**src/rtl/spi_slave_regs.sv**
```systemverilog
// SPI mode-0 responder with a 16 x 8-bit register file; SCK/SS_n/MOSI are oversampled on CLK_100MHz.
// Pins reach edge detection SYNC_STAGES+1 clocks late, so SCK phases must last at least 4 system clocks.
module spi_slave_regs #(
  parameter logic [7:0] DEVICE_ID   = 8'hA5,
  parameter int         SYNC_STAGES = 2
) (
  input  logic        CLK_100MHz,
  input  logic        rst,
  input  logic        spi_sck_i,
  input  logic        spi_ss_n_i,
  input  logic        spi_mosi_i,
  output logic        spi_miso_o,
  output logic        spi_miso_t,
  input  logic [15:0] status_in,
  output logic [15:0] ctrl_out,
  output logic        wr_stb,
  output logic [3:0]  wr_addr,
  output logic        busy
);

  typedef enum logic [1:0] {
    ST_IDLE = 2'd0,
    ST_CMD  = 2'd1,
    ST_DATA = 2'd2
  } state_t;

  state_t state_q, state_d;

  logic [SYNC_STAGES-1:0] sck_sync_q, ss_sync_q, mosi_sync_q, settle_q;
  logic       sck_prev_q;
  logic       ss_prev_q;
  logic       armed_q;
  logic [2:0] bit_cnt_q;
  logic [6:0] rx_q;
  logic [7:0] tx_q;
  logic [3:0] addr_q;
  logic       wr_q;
  logic       byte_done_q;
  logic       wr_stb_q;
  logic [3:0] wr_addr_q;
  logic [7:0] rw_q [3:15];

  logic       sck_s, ss_s, mosi_s, settled;
  logic       sck_rise, sck_fall, ss_fall;
  logic [7:0] rx_next;
  logic [7:0] rd_byte;

  assign sck_s    = sck_sync_q[SYNC_STAGES-1];
  assign ss_s     = ss_sync_q[SYNC_STAGES-1];
  assign mosi_s   = mosi_sync_q[SYNC_STAGES-1];
  assign settled  = settle_q[SYNC_STAGES-1];
  assign sck_rise = sck_s & ~sck_prev_q;
  assign sck_fall = ~sck_s & sck_prev_q;
  // A reset taken mid-frame must not see the still-low SS_n as a new frame start.
  assign ss_fall  = ss_prev_q & ~ss_s & armed_q;
  assign rx_next  = {rx_q, mosi_s};

  always_comb begin
    rd_byte = 8'h00;
    case (addr_q)
      4'h0: rd_byte = DEVICE_ID;
      4'h1: rd_byte = status_in[7:0];
      4'h2: rd_byte = status_in[15:8];
      default: begin
        for (int i = 3; i < 16; i++) begin
          if (addr_q == i[3:0]) rd_byte = rw_q[i];
        end
      end
    endcase
  end

  always_comb begin
    state_d = state_q;
    if (ss_s) begin
      state_d = ST_IDLE;
    end else begin
      case (state_q)
        ST_IDLE: if (ss_fall) state_d = ST_CMD;
        ST_CMD:  if (sck_rise && bit_cnt_q == 3'd7) state_d = ST_DATA;
        ST_DATA: state_d = ST_DATA;
        default: state_d = ST_IDLE;
      endcase
    end
  end

  always_ff @(posedge CLK_100MHz or posedge rst) begin
    if (rst) begin
      state_q <= ST_IDLE;
    end else begin
      state_q <= state_d;
    end
  end

  always_ff @(posedge CLK_100MHz or posedge rst) begin
    if (rst) begin
      sck_sync_q  <= '0;
      ss_sync_q   <= '1;
      mosi_sync_q <= '0;
      settle_q    <= '0;
      sck_prev_q  <= 1'b0;
      ss_prev_q   <= 1'b1;
      armed_q     <= 1'b0;
      bit_cnt_q   <= 3'd0;
      rx_q        <= 7'd0;
      tx_q        <= 8'd0;
      addr_q      <= 4'd0;
      wr_q        <= 1'b0;
      byte_done_q <= 1'b0;
      wr_stb_q    <= 1'b0;
      wr_addr_q   <= 4'd0;
      for (int i = 3; i < 16; i++) rw_q[i] <= 8'd0;
    end else begin
      sck_sync_q  <= {sck_sync_q[SYNC_STAGES-2:0], spi_sck_i};
      ss_sync_q   <= {ss_sync_q[SYNC_STAGES-2:0], spi_ss_n_i};
      mosi_sync_q <= {mosi_sync_q[SYNC_STAGES-2:0], spi_mosi_i};
      settle_q    <= {settle_q[SYNC_STAGES-2:0], 1'b1};
      sck_prev_q  <= sck_s;
      ss_prev_q   <= ss_s;
      if (settled && ss_s) armed_q <= 1'b1;
      wr_stb_q    <= 1'b0;

      if (state_q == ST_IDLE || ss_s) begin
        bit_cnt_q   <= 3'd0;
        byte_done_q <= 1'b0;
        tx_q        <= 8'd0;
      end else if (sck_rise) begin
        rx_q      <= rx_next[6:0];
        bit_cnt_q <= bit_cnt_q + 3'd1;
        if (bit_cnt_q == 3'd7) begin
          byte_done_q <= 1'b1;
          if (state_q == ST_CMD) begin
            wr_q   <= rx_next[7];
            addr_q <= rx_next[3:0];
          end else if (wr_q) begin
            if (addr_q >= 4'd3) begin
              for (int i = 3; i < 16; i++) begin
                if (addr_q == i[3:0]) rw_q[i] <= rx_next;
              end
              wr_stb_q  <= 1'b1;
              wr_addr_q <= addr_q;
            end
            addr_q <= addr_q + 4'd1;
          end
        end
      end else if (sck_fall) begin
        if (byte_done_q) begin
          byte_done_q <= 1'b0;
          if (!wr_q) begin
            tx_q   <= rd_byte;
            addr_q <= addr_q + 4'd1;
          end else begin
            tx_q <= 8'd0;
          end
        end else begin
          tx_q <= {tx_q[6:0], 1'b0};
        end
      end
    end
  end

  assign spi_miso_o = tx_q[7];
  assign spi_miso_t = (state_q == ST_IDLE);
  assign ctrl_out   = {rw_q[4], rw_q[3]};
  assign wr_stb     = wr_stb_q;
  assign wr_addr    = wr_addr_q;
  assign busy       = ~ss_s;

endmodule

```
**config.mk**
```make
export PLATFORM = sky130hd
export DESIGN_NAME = spi_slave_regs
export DESIGN_NICKNAME = d
export VERILOG_FILES = /design/src/rtl/spi_slave_regs.sv
export SDC_FILE = /design/constraint.sdc
export NUM_CORES = 1
export LEC_CHECK = 0
export ABC_AREA = 1
export CAP_MARGIN = 20
export CELL_PAD_IN_SITES_DETAIL_PLACEMENT = 1
export CELL_PAD_IN_SITES_GLOBAL_PLACEMENT = 1
export CORE_UTILIZATION = 48
export DETAILED_ROUTE_END_ITERATION = 10
export PLACE_DENSITY_LB_ADDON = 0.1
export SYNTH_ARGS = -nofsm -noshare
export SYNTH_HDL_FRONTEND = slang
export SYNTH_SLANG_ARGS = --single-unit
export TNS_END_PERCENT = 30
```
**constraint.sdc**
```tcl
create_clock -name CLK_100MHz -period 10.2 [get_ports CLK_100MHz]
set_input_delay 1.53 -clock CLK_100MHz [delete_from_list [all_inputs] [get_ports CLK_100MHz]]
set_output_delay 1.53 -clock CLK_100MHz [all_outputs]
set_load 0.02 [all_outputs]
```
==> metrics <==
outcome=complete, no violations; PnR worst setup slack=between 6 and 7 ns; Final setup viols=0; post-route insts no fill=1080; worst min-delay path class=reg -> reg; drt pass-1 iters=5; Syn Area/Cell=between 8 and 9 um2; IO Pins=45; Area contributors post-synth=dfrtp_1 (51%), nand2_1 (16%), o21ai_0 (7.9%), nand3_1 (3.0%), inv_1 (2.7%); Arrival @ worst endpoint=between 1.5 and 2 ns; Setup Fix Bufs, Post-CTS=0; Worst slew margin=0.459; Worst setup SP type=register; TritonCTS clock tree=done; Post-Synthesis Cells=870; nets=919; Post-CTS Hold Buffers=0; vias in the first global route=just over 6000; Layout Skew=around 0.0068 ns; routability cong.=~0.8; Post-Route WL=between 15000 and 20000 um; Max Root-Sink Buffers=2; Ys Warns=0; H-tree depth=4; first-pass GRT wire length=between 30000 and 40000 um; Hold Vio Cnt, Final=0; syn_nets=between 900 and 1000; number of enable flip-flop cells after synthesis=0; gr usage total=0.279; sequential-to-total area share from yosys stat=0.517; WS Path Type=reg -> out; post-CTS sizing=0; CTS sink cnt=146; Slowest-stage cell, CP=clkdlybuf4s50_1; crit path cell chain=inv_1, ha_1, clkdlybuf4s50_1; Primary FF master, synth=dfrtp_1; CP top delay family=buffers and inverters; Starting Density=0.500; total power=about 1.4 mW; share of the synthesized area in the top cell type=0.506; Synth area leader=dfrtp_1; Via Count=about 6000; Slew @ Worst Pin=~0.8 ns; part of the cycle the worst path needs=0.326; time the worst path needs with I/O delays and setup=3.33 ns; fillers=1714; Die Wd=around 120 um; placed cells=~1000; vias per cell=5.59; max_cap viols=0; count leader, synth=nand2_1; layout cells sized above 1=0.0922; Clock Latency Late Sink=between 0.4 and 0.5 ns; CTS root buffer=clkbuf_16; Yosys reg bits=roughly 150; Req. time, crit path=8.67 ns; fraction of registers with async set/reset=1.00; Layout area overhead=14.4%; pin count of the biggest net entering global routing=79; initial antenna violation count=0; synth unique cells=35; die area=roughly 0.015 mm2; port bufs=44; critical path endpoint category=output port; antenna viol nets, final=0; Static Leakage=around 3.7 nW; Fin Setup TNS=0 ns; die height=about 120 um; Max Clock Freq=300 MHz; post-DP HPWL=~13000 um; cts bufs inserted=17; Final Max Tran Viols=0; top post-synthesis cells by count=nand2_1 (302), dfrtp_1 (143), o21ai_0 (112), inv_1 (51), nand3_1 (43); fin util=0.572; dpl ws=around 6.6 ns; num rows=43; CP bufs+invs=2; ANT cells=0; routed wire length per instance=roughly 18 um; core area=0.0141 mm2; PwrDens=around 170 mW/mm2; clk slew on worst S/H paths=about 0.060 ns; DR iter-0 viols=slightly above 400; crit path max fanout=3; GRT overflow=0; Mapped Area=between 0.007 and 0.008 mm2; # DRC=0; CP max stage delay=~0.63 ns; VDD IR max=122 uV; RSZ-0062 raised after global routing=false
-- worst reg2reg max path, delay by kind of cell (launching register included) --
kind	cells	cell delay (ns)
AND/OR/NAND/NOR	5	1.30
AO/OA/AOI/OAI	2	0.93
adder cells (fa/ha/maj)	1	0.25
buffers and inverters	3	0.30
flip-flops	1	0.37
-- where the power goes --
part	internal (mW)	switching, mW
clock network	0.396	0.252
logic	0.0273	0.101
registers	0.594	0.00840
total	1.02	0.362
-- kinds of logic (layout without fill, tap and decap cells) --
logic type | Yosys count | in the layout | share of synthesized area
AOI/OAI and AO/OA | 173 | 173 | 0.130
other | 1 | 1 | 0.000530
and+or+nand+nor | 429 | 429 | 0.257
adders and majority gates | 11 | 11 | 0.0195
buffers and inverters | 110 | 140 | 0.0755
DFF | 146 | 146 | 0.517
-- through the flow --
step	hold slack [ns]	cell area (um2)
after floorplan	0.331	7070
after global placement	0.332	7450
after detailed placement	0.336	7450
after CTS	0.349	8060
after global routing	0.364	8090
final	0.349	8090
-- state kept, by name (all words and copies together), names as in the netlist, 3 cells and up --
| register | count |
|---|---|
| addr_q | 4 |
| bit_cnt_q | 3 |
| ctrl_out | 16 |
| rw_q | 88 |
| rx_q | 7 |
| tx_q | 8 |
| wr_addr | 4 |
-- routing by layer --
layer  up-vias  track usage  share of wire
li1       2830            -              -
met1      3085        0.358           0.45
met2        94        0.475           0.50
met3        33       0.0429          0.024
met4         0        0.109          0.025
met5         -            0              0
-- worst paths after layout --
path                                start              to  slack (ns)  cells past startpoint
max reg2reg                    state_q[0]        rw_q[84]        6.96                     11
max                            state_q[0]      spi_miso_t        6.87                      3
min                        mosi_sync_q[0]  mosi_sync_q[1]        0.35                      0
min in group asynchronous             rst     settle_q[0]        1.55                      2
max in group asynchronous             rst        rw_q[61]        7.39                      4
min reg2reg                mosi_sync_q[0]  mosi_sync_q[1]        0.35                      0
-- cells in the final DEF (no fill, tap or decap), types with 9 or more instances in the layout --
cell             instances
a21oi_1                 28
clkbuf_16               17
clkdlybuf4s50_1         44
dfrtp_1                143
ha_1                    11
inv_1                   50
inv_2                    9
nand2_1                302
nand2_2                  9
nand3_1                 43
nor2_1                  36
nor2_2                   9
o21ai_0                112
o21ai_1                 16
or2_2                    9
-- layout make-up --
cell class                      count  area, um2  area share
Sequential cell                   146       3660       0.452
Multi-Input combinational cell    614       2880       0.356
Timing Repair Buffer               48        483      0.0597
Clock buffer                       19        453      0.0560
Inverter                           60        230      0.0285
Tap cell                          180        225      0.0278
Clock inverter                     13        160      0.0198
Note: power is estimated with default switching activity, not from simulation.
